### config.mk
export PLATFORM = sky130hd
export DESIGN_NAME = rect_grid_memory_flat
export DESIGN_NICKNAME = d
export VERILOG_FILES = /design/src/rtl/rect_grid_memory_if.sv /design/src/rtl/rect_grid_memory.sv /design/src/flat_wrapper.sv
export SDC_FILE = /design/constraint.sdc
export NUM_CORES = 2
export LEC_CHECK = 0
export ABC_CLOCK_PERIOD_IN_PS = 30600
export BUFFER_PORTS_ARGS = -buffer_cell sky130_fd_sc_hd__buf_2
export CAP_MARGIN = 25
export CORE_MARGIN = 1.5
export CORE_UTILIZATION = 47
export DETAILED_ROUTE_END_ITERATION = 8
export PLACE_DENSITY_LB_ADDON = 0.3
export SKIP_CTS_REPAIR_TIMING = 1
export SYNTH_ARGS = -nofsm -noshare
export SYNTH_HDL_FRONTEND = slang
export SYNTH_SLANG_ARGS = --single-unit
### constraint.sdc
create_clock -name clk -period 30.6 [get_ports clk]
set_input_delay 6.12 -clock clk [delete_from_list [all_inputs] [get_ports clk]]
set_output_delay 6.12 -clock clk [all_outputs]
set_load 0.02 [all_outputs]
### src/rtl/rect_grid_memory_if.sv
// rect_grid_memory_if
// Bundles every non-clock, non-reset signal of the grid memory.
//   master : snake controller + VGA renderer side (drives writes, probes, pixel coords)
//   slave  : rect_grid_memory (returns cell codes, sweep status, pixel cell)
// Signals:
//   rect_write     {x[35:20], y[19:4], func[3:0]} continuous write word
//   rect_read_addr {x[31:16], y[15:0]} controller probe address
//   rect_read_data combinational cell code at rect_read_addr
//   clr            one-cycle request to restart the clear sweep
//   busy           clear sweep in progress
//   clear_done     one-cycle pulse when a sweep finishes
//   disp_hcount    renderer pixel x
//   disp_vcount    renderer pixel y
//   disp_cell      registered cell code under the pixel
//   disp_valid     disp_cell belongs to a visible in-grid pixel
interface rect_grid_memory_if;
   logic [35:0] rect_write;
   logic [31:0] rect_read_addr;
   logic [3:0]  rect_read_data;
   logic        clr;
   logic        busy;
   logic        clear_done;
   logic [10:0] disp_hcount;
   logic [10:0] disp_vcount;
   logic [3:0]  disp_cell;
   logic        disp_valid;

   modport master (
      output rect_write, rect_read_addr, clr, disp_hcount, disp_vcount,
      input  rect_read_data, busy, clear_done, disp_cell, disp_valid
   );

   modport slave (
      input  rect_write, rect_read_addr, clr, disp_hcount, disp_vcount,
      output rect_read_data, busy, clear_done, disp_cell, disp_valid
   );
endinterface

### src/rtl/rect_grid_memory.sv
// rect_grid_memory
// Cell-code map for the snake game. The controller writes {x,y,func} words
// continuously and probes single cells; the VGA renderer reads the cell under
// its current pixel through a registered port. A sweep engine fills the map
// (NULL interior, optional ROCK border) after reset or on a clr request.
// Ports:
//   clk  system clock
//   rst  synchronous active-high reset, restarts the sweep
//   bus  rect_grid_memory_if.slave (write word, probe port, clr/busy/clear_done,
//        display coordinates and registered display cell)
module rect_grid_memory #(
   parameter int GRID_W       = 32,
   parameter int GRID_H       = 24,
   parameter int CELL_SHIFT   = 5,
   parameter int BORDER_ROCKS = 1
) (
   input logic               clk,
   input logic               rst,
   rect_grid_memory_if.slave bus
);

   localparam int          CELLS     = GRID_W * GRID_H;
   localparam int          IDX_W     = $clog2(CELLS);
   localparam logic [15:0] GRID_W16  = 16'(GRID_W);
   localparam logic [15:0] GRID_H16  = 16'(GRID_H);
   localparam logic [10:0] GRID_W11  = 11'(GRID_W);
   localparam logic [10:0] GRID_H11  = 11'(GRID_H);
   localparam logic [3:0]  NULL_CODE = 4'h0;
   localparam logic [3:0]  ROCK_CODE = 4'h2;

   typedef enum logic {ST_CLEAR, ST_RUN} state_t;

   state_t      state_q, state_d;
   logic [15:0] sx_q, sx_d;
   logic [15:0] sy_q, sy_d;
   logic        clear_done_q, clear_done_d;
   logic [3:0]  disp_cell_q, disp_cell_d;
   logic        disp_valid_q, disp_valid_d;
   logic [3:0]  mem_q [CELLS];

   logic             wr_en;
   logic [IDX_W-1:0] wr_idx;
   logic [3:0]       wr_data;

   logic [15:0] wx, wy, rx, ry;
   logic [3:0]  wfunc;
   logic [10:0] cx, cy;
   logic        w_in_range, r_in_range, sweep_last, sweep_border;

   // Callers only use the result for in-range coordinates, so the truncation
   // to IDX_W bits never aliases two valid cells.
   function automatic logic [IDX_W-1:0] cell_idx(input logic [15:0] x, input logic [15:0] y);
      logic [31:0] lin;
      lin = {16'd0, y} * GRID_W + {16'd0, x};
      return lin[IDX_W-1:0];
   endfunction

   assign wx    = bus.rect_write[35:20];
   assign wy    = bus.rect_write[19:4];
   assign wfunc = bus.rect_write[3:0];
   assign rx    = bus.rect_read_addr[31:16];
   assign ry    = bus.rect_read_addr[15:0];
   assign cx    = bus.disp_hcount >> CELL_SHIFT;
   assign cy    = bus.disp_vcount >> CELL_SHIFT;

   // Full 16-bit compares: any upper bit set puts the access off the grid.
   assign w_in_range = (wx < GRID_W16) && (wy < GRID_H16);
   assign r_in_range = (rx < GRID_W16) && (ry < GRID_H16);

   assign sweep_last   = (sx_q == GRID_W16 - 16'd1) && (sy_q == GRID_H16 - 16'd1);
   assign sweep_border = (sx_q == 16'd0) || (sx_q == GRID_W16 - 16'd1) ||
                         (sy_q == 16'd0) || (sy_q == GRID_H16 - 16'd1);

   // Sweep sequencing and the single memory write port. The sweep owns the
   // write port while clearing, so controller writes are simply dropped then.
   always_comb begin
      state_d      = state_q;
      sx_d         = sx_q;
      sy_d         = sy_q;
      clear_done_d = 1'b0;
      wr_en        = 1'b0;
      wr_idx       = cell_idx(wx, wy);
      wr_data      = wfunc;
      case (state_q)
         ST_CLEAR: begin
            wr_en   = 1'b1;
            wr_idx  = cell_idx(sx_q, sy_q);
            wr_data = ((BORDER_ROCKS != 0) && sweep_border) ? ROCK_CODE : NULL_CODE;
            if (sweep_last) begin
               state_d      = ST_RUN;
               clear_done_d = 1'b1;
               sx_d         = 16'd0;
               sy_d         = 16'd0;
            end else if (sx_q == GRID_W16 - 16'd1) begin
               sx_d = 16'd0;
               sy_d = sy_q + 16'd1;
            end else begin
               sx_d = sx_q + 16'd1;
            end
         end
         ST_RUN: begin
            wr_en = w_in_range;
         end
         default: begin
            state_d = ST_CLEAR;
         end
      endcase
      if (bus.clr) begin
         state_d      = ST_CLEAR;
         sx_d         = 16'd0;
         sy_d         = 16'd0;
         clear_done_d = 1'b0;
      end
      if (rst) begin
         wr_en = 1'b0;
      end
   end

   // Renderer lookup, registered below; blanked while the sweep runs.
   always_comb begin
      disp_valid_d = (cx < GRID_W11) && (cy < GRID_H11) && (state_q == ST_RUN);
      disp_cell_d  = NULL_CODE;
      if (disp_valid_d) begin
         disp_cell_d = mem_q[cell_idx({5'd0, cx}, {5'd0, cy})];
      end
   end

   // Control and display registers; reset restarts the sweep from cell 0.
   always_ff @(posedge clk) begin
      if (rst) begin
         state_q      <= ST_CLEAR;
         sx_q         <= 16'd0;
         sy_q         <= 16'd0;
         clear_done_q <= 1'b0;
         disp_cell_q  <= NULL_CODE;
         disp_valid_q <= 1'b0;
      end else begin
         state_q      <= state_d;
         sx_q         <= sx_d;
         sy_q         <= sy_d;
         clear_done_q <= clear_done_d;
         disp_cell_q  <= disp_cell_d;
         disp_valid_q <= disp_valid_d;
      end
   end

   // Cell storage: one write per cycle, reads see the pre-write contents.
   always_ff @(posedge clk) begin
      if (wr_en) begin
         mem_q[wr_idx] <= wr_data;
      end
   end

   assign bus.rect_read_data = !r_in_range ? ROCK_CODE :
                               (state_q == ST_CLEAR) ? NULL_CODE :
                               mem_q[cell_idx(rx, ry)];
   assign bus.busy       = (state_q == ST_CLEAR);
   assign bus.clear_done = clear_done_q;
   assign bus.disp_cell  = disp_cell_q;
   assign bus.disp_valid = disp_valid_q;

endmodule

### src/flat_wrapper.sv
// flat-port wrapper written by rule: the top's interface ports become plain ports
module rect_grid_memory_flat 
#(
   parameter int GRID_W       = 32,
   parameter int GRID_H       = 24,
   parameter int CELL_SHIFT   = 5,
   parameter int BORDER_ROCKS = 1
)
  (clk, rst, bus_rect_write, bus_rect_read_addr, bus_clr, bus_disp_hcount, bus_disp_vcount, bus_rect_read_data, bus_busy, bus_clear_done, bus_disp_cell, bus_disp_valid);
  rect_grid_memory_if bus_i ();
  input logic clk;
  input logic rst;
  input wire logic [$bits(bus_i.rect_write)-1:0] bus_rect_write;
  input wire logic [$bits(bus_i.rect_read_addr)-1:0] bus_rect_read_addr;
  input wire logic [$bits(bus_i.clr)-1:0] bus_clr;
  input wire logic [$bits(bus_i.disp_hcount)-1:0] bus_disp_hcount;
  input wire logic [$bits(bus_i.disp_vcount)-1:0] bus_disp_vcount;
  output wire logic [$bits(bus_i.rect_read_data)-1:0] bus_rect_read_data;
  output wire logic [$bits(bus_i.busy)-1:0] bus_busy;
  output wire logic [$bits(bus_i.clear_done)-1:0] bus_clear_done;
  output wire logic [$bits(bus_i.disp_cell)-1:0] bus_disp_cell;
  output wire logic [$bits(bus_i.disp_valid)-1:0] bus_disp_valid;
  assign bus_i.rect_write = bus_rect_write;
  assign bus_i.rect_read_addr = bus_rect_read_addr;
  assign bus_i.clr = bus_clr;
  assign bus_i.disp_hcount = bus_disp_hcount;
  assign bus_i.disp_vcount = bus_disp_vcount;
  assign bus_rect_read_data = bus_i.rect_read_data;
  assign bus_busy = bus_i.busy;
  assign bus_clear_done = bus_i.clear_done;
  assign bus_disp_cell = bus_i.disp_cell;
  assign bus_disp_valid = bus_i.disp_valid;
  rect_grid_memory #(.GRID_W(GRID_W), .GRID_H(GRID_H), .CELL_SHIFT(CELL_SHIFT), .BORDER_ROCKS(BORDER_ROCKS)) u_core (.clk(clk), .rst(rst), .bus(bus_i));
endmodule
==> impl_metrics.toml <==
[floorplanning]
die_area_um2 = 317000
initial_core_util_pct = 47.3
number_of_cell_rows = 205
floorplan.die.width_um = 563
floorplan.core_area_um2 = 312000
chipHeight_um = 563
io-pin-count = 104

[global_routing]
maximum_number_of_pins_on_one_net_before_global_route_repair = 222
grt_use_met2_pct = 43.5
grt-ovfl-total = 0
grt_pass1_vias = 83500
grt.total_usage_pct = 27.5
grtUsageMet3_pct = 6.90
grt_antenna_before_repair = 28
met1_usage_pct = 36.5
grt_first_pass_wirelength_um = 617000
grt-busiest-layer = "met2"

[setup_path]
crit_family = "buffers and inverters"
cp_arrival_ns = 12.97
setup.worst_path.class = "in -> out"
crit_top_cell = "sky130_fd_sc_hd__buf_4"
worst_path_max_delay_cell = "sky130_fd_sc_hd__o21ai_0"
path_cells = "buf_12 -> buf_4 -> buf_4 -> buf_12 -> buf_4 -> mux2i_1 -> o221ai_1 -> a21oi_1 -> nor4_1 -> nor4_1 -> nand4_1 -> nand4_1 -> o31a_1 -> o21ai_0 -> buf_2"
critical_path.max_fanout = 93
setup.worst_path.end_class = "primary output"
crit_buf_inv = 6
cp-start-kind = "primary input"
cp.required_ns = 24.48
critical_path.max_stage_delay_ns = 0.86

[clock_tree]
cts_max_path_buffers = 4
worst_skew_pair.late_latency_ns = 0.90
clock-sinks = 3111
cts-root-buf = "sky130_fd_sc_hd__clkbuf_16"
htree_levels = 5
cts.reportedPaths.clkPinSlew_ns = 0.05
tritoncts.num_buffers = 329
cts_tree = "done"

[synthesis]
postSynthAreaPerCell_um2 = 19.8
syn_nets = 7564
seq_area_frac_synth_pct = 63.1
synth-edff-count = 3072
ys_dominant_reg_cell = "sky130_fd_sc_hd__edfxtp_1"
ys_ff_latch = 3111
number_of_distinct_library_cells_after_synthesis = 61
instance_count_of_the_mapped_netlist = 7450
yosys_warnings = 0
netlist_area_um2 = 148000
asyncSetResetFlopFracSynth_pct = 0

[detailed_routing]
finalWirelength_um = 437000
final_antenna_net_count = 0
drt_first_iter_violations = 12200
number_of_vias_in_the_routed_layout = 82900
routed_wire_length_per_instance_um = 36.8
post_drt_via_cell_ratio = 6.98
drt_pass1_iterations = 6
drc = 0

[timing]
maxClockFrequency_mhz = 52.4
rsz0062_at_grt = "false"
finalSetupTns_ns = 0
final-max-slew-violation-count = 0
final.setup_skew_ns = 0.0470
timing.hold.ws_ns = 0.513
timing.max_slew.rel_slack_pct = 11.8
min_tclk_post_route_ns = 19.09
fin_crit_sh_pct = 62.4
timing_worst_slew_pin_value_ns = 1.32
hold_viol_final = 0
timing.final.setup_violations = 0

[place]
port_buffers = 93
dp_cells = 11200
globalplace.congestion = 0.934
placed_wire_length_estimate_um = 269000
place_area_um2 = 152000

[power_and_ir_drop]
final_power_mw = 9.18
cellLeakagePower_nw = 45.1
power.density_nw_per_um2 = 56.3
peakVddDrop_v = 0.0000498

[finish]
drive_above_1_share_pct = 34.6
layout_common_cells = "3072 x sky130_fd_sc_hd__edfxtp_1, 1826 x sky130_fd_sc_hd__mux4_2, 871 x sky130_fd_sc_hd__nor2_1"
finish.instance_area_um2 = 163000
multi_input_combinational_cell_area_um2 = 51700
synthToLayoutAreaGrowth_pct = 10.6
finish.net_count = 7559
final-seq-area_um2 = 93000
post_layout_nonfiller_instances = 11900
layout.cells.most_common = "sky130_fd_sc_hd__edfxtp_1"
nFillCells = 24100

[status]
status = "finished, final reports clean"

[min_path]
hold_path.class = "reg -> reg"

[flow_run]
timing.max_cap.violations = 0
## cell usage after synthesis, types with 10 or more instances
| master | n | area share (%) |
|---|---|---|
| sky130_fd_sc_hd__o211ai_1 | 11 | 0.056 |
| sky130_fd_sc_hd__mux4_2 | 1826 | 28 |
| sky130_fd_sc_hd__mux2_2 | 12 | 0.092 |
| sky130_fd_sc_hd__xnor2_1 | 15 | 0.089 |
| sky130_fd_sc_hd__a22oi_1 | 25 | 0.13 |
| sky130_fd_sc_hd__o22ai_1 | 60 | 0.25 |
| sky130_fd_sc_hd__dfxtp_1 | 39 | 0.53 |
| sky130_fd_sc_hd__nor2_1 | 876 | 2.2 |
| sky130_fd_sc_hd__a21oi_1 | 67 | 0.23 |
| sky130_fd_sc_hd__buf_6 | 37 | 0.28 |
| sky130_fd_sc_hd__nor4_1 | 27 | 0.11 |
| sky130_fd_sc_hd__mux2i_1 | 187 | 1.3 |
| sky130_fd_sc_hd__ha_1 | 18 | 0.15 |
| sky130_fd_sc_hd__xor2_1 | 28 | 0.17 |
| sky130_fd_sc_hd__a211oi_1 | 21 | 0.11 |
| sky130_fd_sc_hd__buf_1 | 77 | 0.20 |
| sky130_fd_sc_hd__inv_1 | 15 | 0.038 |
| sky130_fd_sc_hd__and2_1 | 17 | 0.072 |
| sky130_fd_sc_hd__o221ai_1 | 74 | 0.44 |
| sky130_fd_sc_hd__clkbuf_1 | 322 | 0.82 |
| sky130_fd_sc_hd__buf_4 | 62 | 0.32 |
| sky130_fd_sc_hd__o21ai_0 | 59 | 0.20 |
| sky130_fd_sc_hd__nor3_1 | 23 | 0.078 |
| sky130_fd_sc_hd__buf_2 | 141 | 0.48 |
| sky130_fd_sc_hd__edfxtp_1 | 3072 | 63 |
| sky130_fd_sc_hd__a31oi_1 | 10 | 0.042 |
| sky130_fd_sc_hd__nand4_1 | 17 | 0.072 |
| sky130_fd_sc_hd__nand2_1 | 154 | 0.39 |
| sky130_fd_sc_hd__nand3_1 | 44 | 0.15 |
## through the flow
stage | setup WS (ns) | utilization (%)
6_report | 11.51 | 52.3
5_1_grt | 11.16 | 52.2
4_1_cts | 11.49 | 52.2
3_5_place_dp | 11.48 | 48.8
3_3_place_gp | 11.47 | 48.7
2_1_floorplan | 10.66 | -
## power breakdown
group	switching (mW)	total, mW	internal (mW)	leakage (nW)
logic	0.374	0.620	0.247	15.1
registers	0.000357	4.61	4.61	24.9
clock network	1.67	3.95	2.29	5.11
## worst reg2reg max path, delay by kind of cell, from the launching register on
kind,cells,cell delay (ns)
fa+ha+maj,1,0.14
buf+inv,4,2.55
simple gates,2,0.69
compound gates,2,0.36
flops,1,0.35
## final timing paths
check,startpoint,to,slack [ns],cells after the start
max,bus_rect_read_addr[16],bus_rect_read_data[1],11.51,15
min,u_core.sy_q[5]$_SDFFE_PP0P_,u_core.sy_q[5]$_SDFFE_PP0P_,0.51,2
max reg2reg,u_core.sx_q[1]$_SDFFE_PP0N_,u_core.mem_q[496][1]$_DFFE_PP_,26.07,9
min reg2reg,u_core.sy_q[5]$_SDFFE_PP0P_,u_core.sy_q[5]$_SDFFE_PP0P_,0.51,2
## cells by family (layout without fill, tap and decap cells)
logic type	after synthesis	count (layout)	synth area share, %
AOI/OAI and AO/OA	384	384	1.78
and+or+nand+nor	1206	1206	3.33
xor gates and xnor gates	43	43	0.255
DFF	3111	3111	63.1
buffers and inverters	660	913	2.14
muxes	2025	2025	29.2
adders and majority gates	21	21	0.193
other	0	31	0
## state kept, by name (all words and copies together) (netlist names)
signal                 count
u_core.bus.clear_done      1
u_core.bus.disp_cell       4
u_core.bus.disp_valid      1
u_core.mem_q            3072
u_core.state_q             1
u_core.sx_q               16
u_core.sy_q               16
## routing by layer
| metal | vias to the layer above | wire [um] |
|---|---|---|
| li1 | 32000 | - |
| met3 | 861 | 50000 |
| met2 | 5471 | 211000 |
| met4 | 2 | 19100 |
| met5 | - | 13 |
| met1 | 44500 | 157000 |
## final cells by class
type	instances	share of cell area (%)
clock buffer	405	5.37
inverter	21	0.0598
tap	4140	3.17
multi-input combinational	3679	31.7
antenna	31	0.0475
sequential	3111	57.0
clock inverter	184	1.03
timing repair buffer	303	1.61
Power figures use the tool's default switching activity.
